[src/rtl/dual_slope_sequencer.sv]
// rtl/dual_slope_sequencer.sv - dual-slope ADC conversion sequencer (auto-zero, integrate, de-integrate, count)
// Define CONT_CONV_EN for level-sensitive start with back-to-back conversions.
module dual_slope_sequencer #(
   parameter int CNT_W = 14,
   parameter int N_AZ  = 100,
   parameter int N_INT = 1000,
   parameter int N_MAX = 2000
) (
   input  logic             clk,
   input  logic             reset,
   input  logic             start,
   input  logic             vint_z,
   output logic [2:0]       ch,
   output logic             busy,
   output logic             done,
   output logic [CNT_W-1:0] result,
   output logic             overrange
);

   localparam logic [2:0] S_IDLE  = 3'd0;
   localparam logic [2:0] S_AZ    = 3'd1;
   localparam logic [2:0] S_GAP1  = 3'd2;
   localparam logic [2:0] S_INT   = 3'd3;
   localparam logic [2:0] S_GAP2  = 3'd4;
   localparam logic [2:0] S_DEINT = 3'd5;
   localparam logic [2:0] S_DONE  = 3'd6;

   localparam logic [CNT_W-1:0] AZ_LAST  = CNT_W'(N_AZ - 1);
   localparam logic [CNT_W-1:0] INT_LAST = CNT_W'(N_INT - 1);
   localparam logic [CNT_W-1:0] MAX_LAST = CNT_W'(N_MAX - 1);

   logic [2:0]       state;
   logic [2:0]       state_nxt;
   logic [2:0]       ch_nxt;
   logic [CNT_W-1:0] cnt;
   logic             vint_z_m;
   logic             vint_z_s;
   logic             trigger;

   always_ff @(posedge clk or posedge reset) begin
      if (reset) begin
         vint_z_m <= 1'b0;
         vint_z_s <= 1'b0;
      end else begin
         vint_z_m <= vint_z;
         vint_z_s <= vint_z_m;
      end
   end

`ifdef CONT_CONV_EN
   assign trigger = start;
`else
   logic start_q;

   always_ff @(posedge clk or posedge reset) begin
      if (reset) begin
         start_q <= 1'b0;
      end else begin
         start_q <= start;
      end
   end

   assign trigger = start & ~start_q;
`endif

   always_comb begin
      state_nxt = state;
      case (state)
         S_IDLE:  if (trigger) state_nxt = S_AZ;
         S_AZ:    if (cnt == AZ_LAST) state_nxt = S_GAP1;
         S_GAP1:  state_nxt = S_INT;
         S_INT:   if (cnt == INT_LAST) state_nxt = S_GAP2;
         S_GAP2:  state_nxt = S_DEINT;
         S_DEINT: if (vint_z_s || (cnt == MAX_LAST)) state_nxt = S_DONE;
         S_DONE: begin
`ifdef CONT_CONV_EN
            state_nxt = start ? S_AZ : S_IDLE;
`else
            state_nxt = S_IDLE;
`endif
         end
         default: state_nxt = S_IDLE;
      endcase
   end

   // Switch drive is decoded from the next state so ch lines up with state.
   always_comb begin
      case (state_nxt)
         S_IDLE, S_AZ: ch_nxt = 3'b100;
         S_INT:        ch_nxt = 3'b001;
         S_DEINT:      ch_nxt = 3'b010;
         default:      ch_nxt = 3'b000;
      endcase
   end

   always_ff @(posedge clk or posedge reset) begin
      if (reset) begin
         state     <= S_IDLE;
         cnt       <= '0;
         ch        <= 3'b100;
         done      <= 1'b0;
         result    <= '0;
         overrange <= 1'b0;
      end else begin
         state <= state_nxt;
         ch    <= ch_nxt;
         done  <= (state_nxt == S_DONE);
         cnt   <= ((state_nxt != state) || (state_nxt == S_IDLE)) ? '0 : cnt + 1'b1;
         // A crossing on the final timeout cycle still counts as in range.
         if (state == S_DEINT) begin
            if (vint_z_s) begin
               result    <= cnt;
               overrange <= 1'b0;
            end else if (cnt == MAX_LAST) begin
               result    <= MAX_LAST;
               overrange <= 1'b1;
            end
         end
      end
   end

   assign busy = (state != S_IDLE);

endmodule

[config.mk]
export PLATFORM = sky130hd
export DESIGN_NAME = dual_slope_sequencer
export DESIGN_NICKNAME = d
export VERILOG_FILES = /design/src/rtl/dual_slope_sequencer.sv
export SDC_FILE = /design/constraint.sdc
export NUM_CORES = 1
export LEC_CHECK = 0
export ABC_AREA = 1
export CAP_MARGIN = 10
export CELL_PAD_IN_SITES_DETAIL_PLACEMENT = 2
export CELL_PAD_IN_SITES_GLOBAL_PLACEMENT = 2
export CORE_AREA = 2 2 74 90
export CTS_BUF_LIST = sky130_fd_sc_hd__clkbuf_16
export DETAILED_ROUTE_END_ITERATION = 7
export DIE_AREA = 0 0 76 92
export GPL_ROUTABILITY_DRIVEN = 1
export GPL_TIMING_DRIVEN = 0
export PLACE_DENSITY = 0.75
export RECOVER_POWER = 25
export SLEW_MARGIN = 10
export SYNTH_ARGS = -nofsm -noshare
export SYNTH_HDL_FRONTEND = slang
export SYNTH_SLANG_ARGS = --single-unit
[constraint.sdc]
create_clock -name clk -period 1.7 [get_ports clk]
set_input_delay 0.17 -clock clk [delete_from_list [all_inputs] [get_ports clk]]
set_output_delay 0.17 -clock clk [all_outputs]
set_load 0.05 [all_outputs]
# Word-level counts from Yosys, hierarchy flattened
# Cells that the tools add are included.
[totals]
in_bits = 4
out_inout_bits = 20
regBits = 39
[op_classes]
mux = 11
eq_ne = 13
add_sub_neg = 1
bitwise = 2
reduce_logical = 8
[ops]
columns = ["op", "count"]
rows = [
  ["2-to-1 mux 14 bit", 3],
  ["case mux 3 bit (6 select lines)", 1],
  ["adder 14 x 1 -> 14 bit, second input constant", 1],
  ["== test 14 x 10 -> 1 bit, second input constant", 1],
  ["== test 14 x 11 -> 1 bit, second input constant", 1],
  ["== test 14 x 7 -> 1 bit, second input constant", 1],
  ["== test 3 bit, second input constant", 4],
  ["2-to-1 mux 3 bit", 4],
  ["== test 3 x 2 -> 1 bit, second input constant", 3],
  ["case mux 3 bit (3 select lines)", 1],
  ["== test 3 x 1 -> 1 bit, second input constant", 2],
  ["logical NOT 3 bit", 2],
  ["!= test 3 bit", 1],
  ["nonzero test 3 bit", 1],
  ["logical OR 1 bit", 2],
  ["2-to-1 mux 1 bit", 2],
  ["AND reduction 2 bit", 1],
  ["nonzero test 2 bit", 1],
  ["OR reduction 2 bit", 1],
  ["AND 1 bit", 1],
  ["NOT 1 bit", 1],
]

# Longest topological paths before layout
[depth]
ltp_word = 7
mapped_depth = 11
ltp_nobuf = 10

# Worst setup path before layout
# OpenSTA, ideal clock, no wires.
[synth_timing]
path_type = "register to register"
startpoint = "register cnt[0]"
endpoint = "register cnt[10]"
t_arrival_ns = 1.396
required_ns = 1.564
path_slack_ns = 0.168
path_stages_with_launch = 10
cell_sequence = "dfrtp_1 -> ha_1 -> nand3_1 -> nor2_1 -> nand2_1 -> nand2_1 -> nand2_2 -> nor2_4 -> buf_6 -> nor3_1"
[synth_between]
elab_chain_cells = 7
elab_cells_between_ends = 13
classes_between = "1 x add/sub; 4 x eq/ne; 5 x mux; 3 x reduce/logical"
[synth_lines]
columns = ["element", "line", "source"]
rows = [
  ["start, declared", "35", "logic [CNT_W-1:0] cnt;"],
  ["start signal, assigned", "108", "cnt <= ((state_nxt != state) || (state_nxt == S_IDLE)) ? '0 : cnt + 1'b1;"],
  ["== test 14 x 11 -> 1 bit", "74", "S_DEINT: if (vint_z_s || (cnt == MAX_LAST)) state_nxt = S_DONE;"],
  ["logical OR 1 bit", "74", ""],
  ["2-to-1 mux 3 bit", "74", ""],
  ["case mux 3 bit (6 select lines)", "68", "case (state)"],
  ["!= test 3 bit / logical NOT 3 bit (equally long branches)", "108", ""],
  ["logical OR 1 bit", "108", ""],
  ["2-to-1 mux 14 bit (*)", "108", ""],
]
# Every way passes the cells marked *; elsewhere a longest branch is shown, timed or not.
# A chain may end at the register's enable or synchronous reset.

# Worst setup path in the final report
[layout_timing]
startpoint = "register result[1]"
endpoint = "output port result[1]"
[layout_lines]
columns = ["element", "line", "source"]
rows = [
  ["start, declared", "16", "output logic [CNT_W-1:0] result,"],
  ["start signal, assigned", "112", "result <= cnt;"],
]
# No word-level cell between the ends.

==> key figures <==
Yosys
  • Sequential area share after synthesis: 55.3%
  • Yosys top cell by area: dfrtp_1
  • Primary FF master, synth: dfrtp_1
  • Seq cells post-synth: 39
  • Synth top area share: 53.8%
  • Synth top area cells: dfrtp_1 (54%), nand2_1 (8.3%), nor2_1 (5.9%)
  • Mapped Area: 1770 um2
  • Synth unique cells: 22
  • Post-synth EDFFs: 0
  • Avg Cell Area, Syn: 8.66 um2
  • Synth Instances: 204
  • Net count after synthesis: 209
  • Yosys warnings: 0
  • FFs w/ async S/R, synth: 100%

Worst setup path
  • Crit-path slowest cell: clkdlybuf4s50_1
  • CP top delay family: buffers and inverters
  • Path depth of the worst reg2reg path: 10
  • CP Max Fanout: 2
  • Crit path kind: register to output pin
  • CP Buf/Inv Count: 1
  • Crit. End Element: output pin
  • Slowest stage delay, CP: 0.81 ns
  • Setup slack, reg-to-reg: 0.10 ns
  • Worst Path Required: 1.53 ns
  • FF-to-FF End: cnt[11]$_DFF_PP0_
  • CP startpoint kind: register
  • Worst R2R Start: cnt[9]$_DFF_PP0_
  • Critical path cell sequence: clkdlybuf4s50_1
  • Crit path DAT: 1.46 ns
  • Crit. path cell count: 1

Routing
  • Antenna Violating Nets Remaining: 0
  • Routed vias/inst: 4.57
  • TritonRoute pass-1 iters: 4
  • Drt first-iter violations: 41
  • WL final: 5.06 mm
  • Avg WL per Cell: 15.5 um
  • DRC viols: 0
  • Routed vias: 1495

STA
  • Fin crit period: 1.63 ns
  • Final period util: 95.7%
  • Rel. slew slack: 45.1%
  • Max Fclk: 0.615 GHz
  • Worst-Margin Slew: 0.823 ns
  • Hold Violations, Final: 0
  • RSZ-0062 raised after global routing: yes
  • Clock Skew: 0.00688 ns
  • Fin Hold WS: 0.346 ns
  • Final setup fails: 0
  • Max-slew violations: 0

GRT
  • Vias in the first global route: 1654
  • Wire length of the first global-routing pass: 8.36 mm
  • Total grt overflow: 0
  • Largest net degree at the start of global routing: 40
  • GRT Total Usage: 15.1%
  • Initial antenna violation count: 0

Die
  • Die Ht: 92 um
  • Initial Utilization: 28.5%
  • Row Count: 32
  • Die area: 6990 um2
  • Die X: 76 um
  • Core area: 6210 um2
  • I/O pin cnt: 24

Cells and area
  • Leading cell types in the layout, fill and taps excluded: nand2_1 (36), dfrtp_1 (32), inv_1 (24)
  • ANT cells: 0
  • Filler Cell Count: 718
  • Ratio of cells with drive above 1 in the final layout: 17.8%
  • Area Overhead vs Synth: 35.1%
  • Fin nets: 246
  • Most common cell after layout, fill and taps aside: nand2_1
  • Area occupied by multi-input gates: 711 um2
  • Reg area: 985 um2

Power and ir drop
  • Leakage: 1.07 nW
  • Peak VDD IR: 324 uV
  • Power, Total: 0.00201 W
  • P per Cell Area: 843 nW/um2

Run
  • Max_cap viols: 0

Clock network
  • CTS max path bufs: 2
  • H-tree Lvls: 2
  • Clock buffer count from CTS: 5
  • CTS tree: done
  • Hold buffers post-CTS: 0
  • Root Buffer: clkbuf_16
  • Worst-Skew Late Latency: 0.28 ns
  • Total clock sinks: 39
  • Clk slew on worst S/H paths: 0.06 ns

Worst hold path
  • Hold Path Sink: vint_z_s$_DFF_PP0_
  • Hold wc startpoint: vint_z_m$_DFF_PP0_
  • Worst Hold Class: register to register
  • Worst hold stages: 0

Placed design
  • IO buf count: 23
  • DPL Wire Length: 3.67 mm
  • Gp weighted congestion: 0.783

Status
  • Status: finished clean
## metal layers
metal | part of all wire (%) | routed length (um) | track usage [%] | vias to the layer above
li1 | - | - | - | 721
met1 | 42 | 2120 | 18.5 | 750
met2 | 55 | 2800 | 27.7 | 19
met3 | 1.6 | 82 | 2.17 | 5
met4 | 1.2 | 60 | 4.09 | 0
met5 | 0 | 0 | 0 | -
## sequential cells by signal (all words and copies together) (netlist names)
name / flops
cnt: 14
result: 14
ch: 3
state: 3
done: 1
overrange: 1
start_q: 1
vint_z_m: 1
vint_z_s: 1
## metrics by stage
| step | setup TNS, ns | cell area (um2) | cells | setup slack [ns] | utilization [%] |
|---|---|---|---|---|---|
| 2_1_floorplan | 0 | 1770 | 204 | 0.168 | - |
| 3_3_place_gp | -8.73 | 2100 | 312 | -0.187 | 33.9 |
| 3_5_place_dp | -2.22 | 2100 | 312 | -0.208 | 33.9 |
| 4_1_cts | 0 | 2310 | 324 | 0.0291 | 37.2 |
| 5_1_grt | -0.189 | 2390 | 327 | -0.0407 | 38.4 |
| 6_report | 0 | 2390 | 327 | 0.0732 | 38.4 |
## worst max-delay path by stage
stage                           from                    end  slack (ns)
2_1_floorplan       cnt[0]$_DFF_PP0_      cnt[10]$_DFF_PP0_        0.17
3_3_place_gp                   reset      start_q$_DFF_PP0_       -0.19
3_5_place_dp        cnt[0]$_DFF_PP0_      cnt[10]$_DFF_PP0_       -0.21
4_1_cts             cnt[0]$_DFF_PP0_      cnt[10]$_DFF_PP0_        0.03
5_1_grt           state[0]$_DFF_PP0_  result[2]$_DFFE_PP0P_       -0.04
6_report       result[1]$_DFFE_PP0P_              result[1]        0.07
## worst register-to-register path, cell delays in order, from the launching register on
cell and delay (ns):
dfrtp_2 0.42, nand2_1 0.13, inv_1 0.08, nand2_1 0.10
nor2_2 0.12, nand2_1 0.09, nand2_1 0.10, nand2_2 0.07
nor2_4 0.15, buf_6 0.15, nor3_1 0.05
## area by class of cell
type / count / area share [%]
Inverter: 28 / 4.40
Multi-Input combinational cell: 133 / 29.8
Clock buffer: 5 / 5.24
Timing Repair Buffer: 30 / 12.1
Clock inverter: 3 / 1.63
Sequential cell: 39 / 41.3
Buffer: 4 / 1.15
Tap cell: 85 / 4.46
## Yosys cell counts (2+ instances only)
cell type	number
nand4_1	3
a21oi_1	5
dfrtp_1	38
nand2_1	39
nand3_1	13
nor2_1	28
clkbuf_1	2
xor2_1	8
nor3_1	18
o22a_1	5
inv_1	27
o21ai_0	8
## logic make-up after synthesis
logic type / Yosys count / share of synthesized area, %
buffers and inverters: 32 / 7.44
and+or+nand+nor: 104 / 25.4
AOI/OAI and AO/OA: 19 / 6.66
xor gates and xnor gates: 9 / 4.46
DFF: 39 / 55.3
adders and majority gates: 1 / 0.708
## what timing repair did
item | CTS | global route
pin swaps | 2 | 1
cloned | 0 | 1
setup buffers | 4 | 2
setup endpoints to repair | 32 | 30
resized for setup | 8 | 22
## power by group
| part | internal, W | switching (W) |
|---|---|---|
| sequential | 0.000932 | 0.00000128 |
| clock | 0.000684 | 0.000368 |
| combinational | 0.00000544 | 0.0000207 |
| total | 0.00162 | 0.000390 |
(Power assumes the default switching activity.)
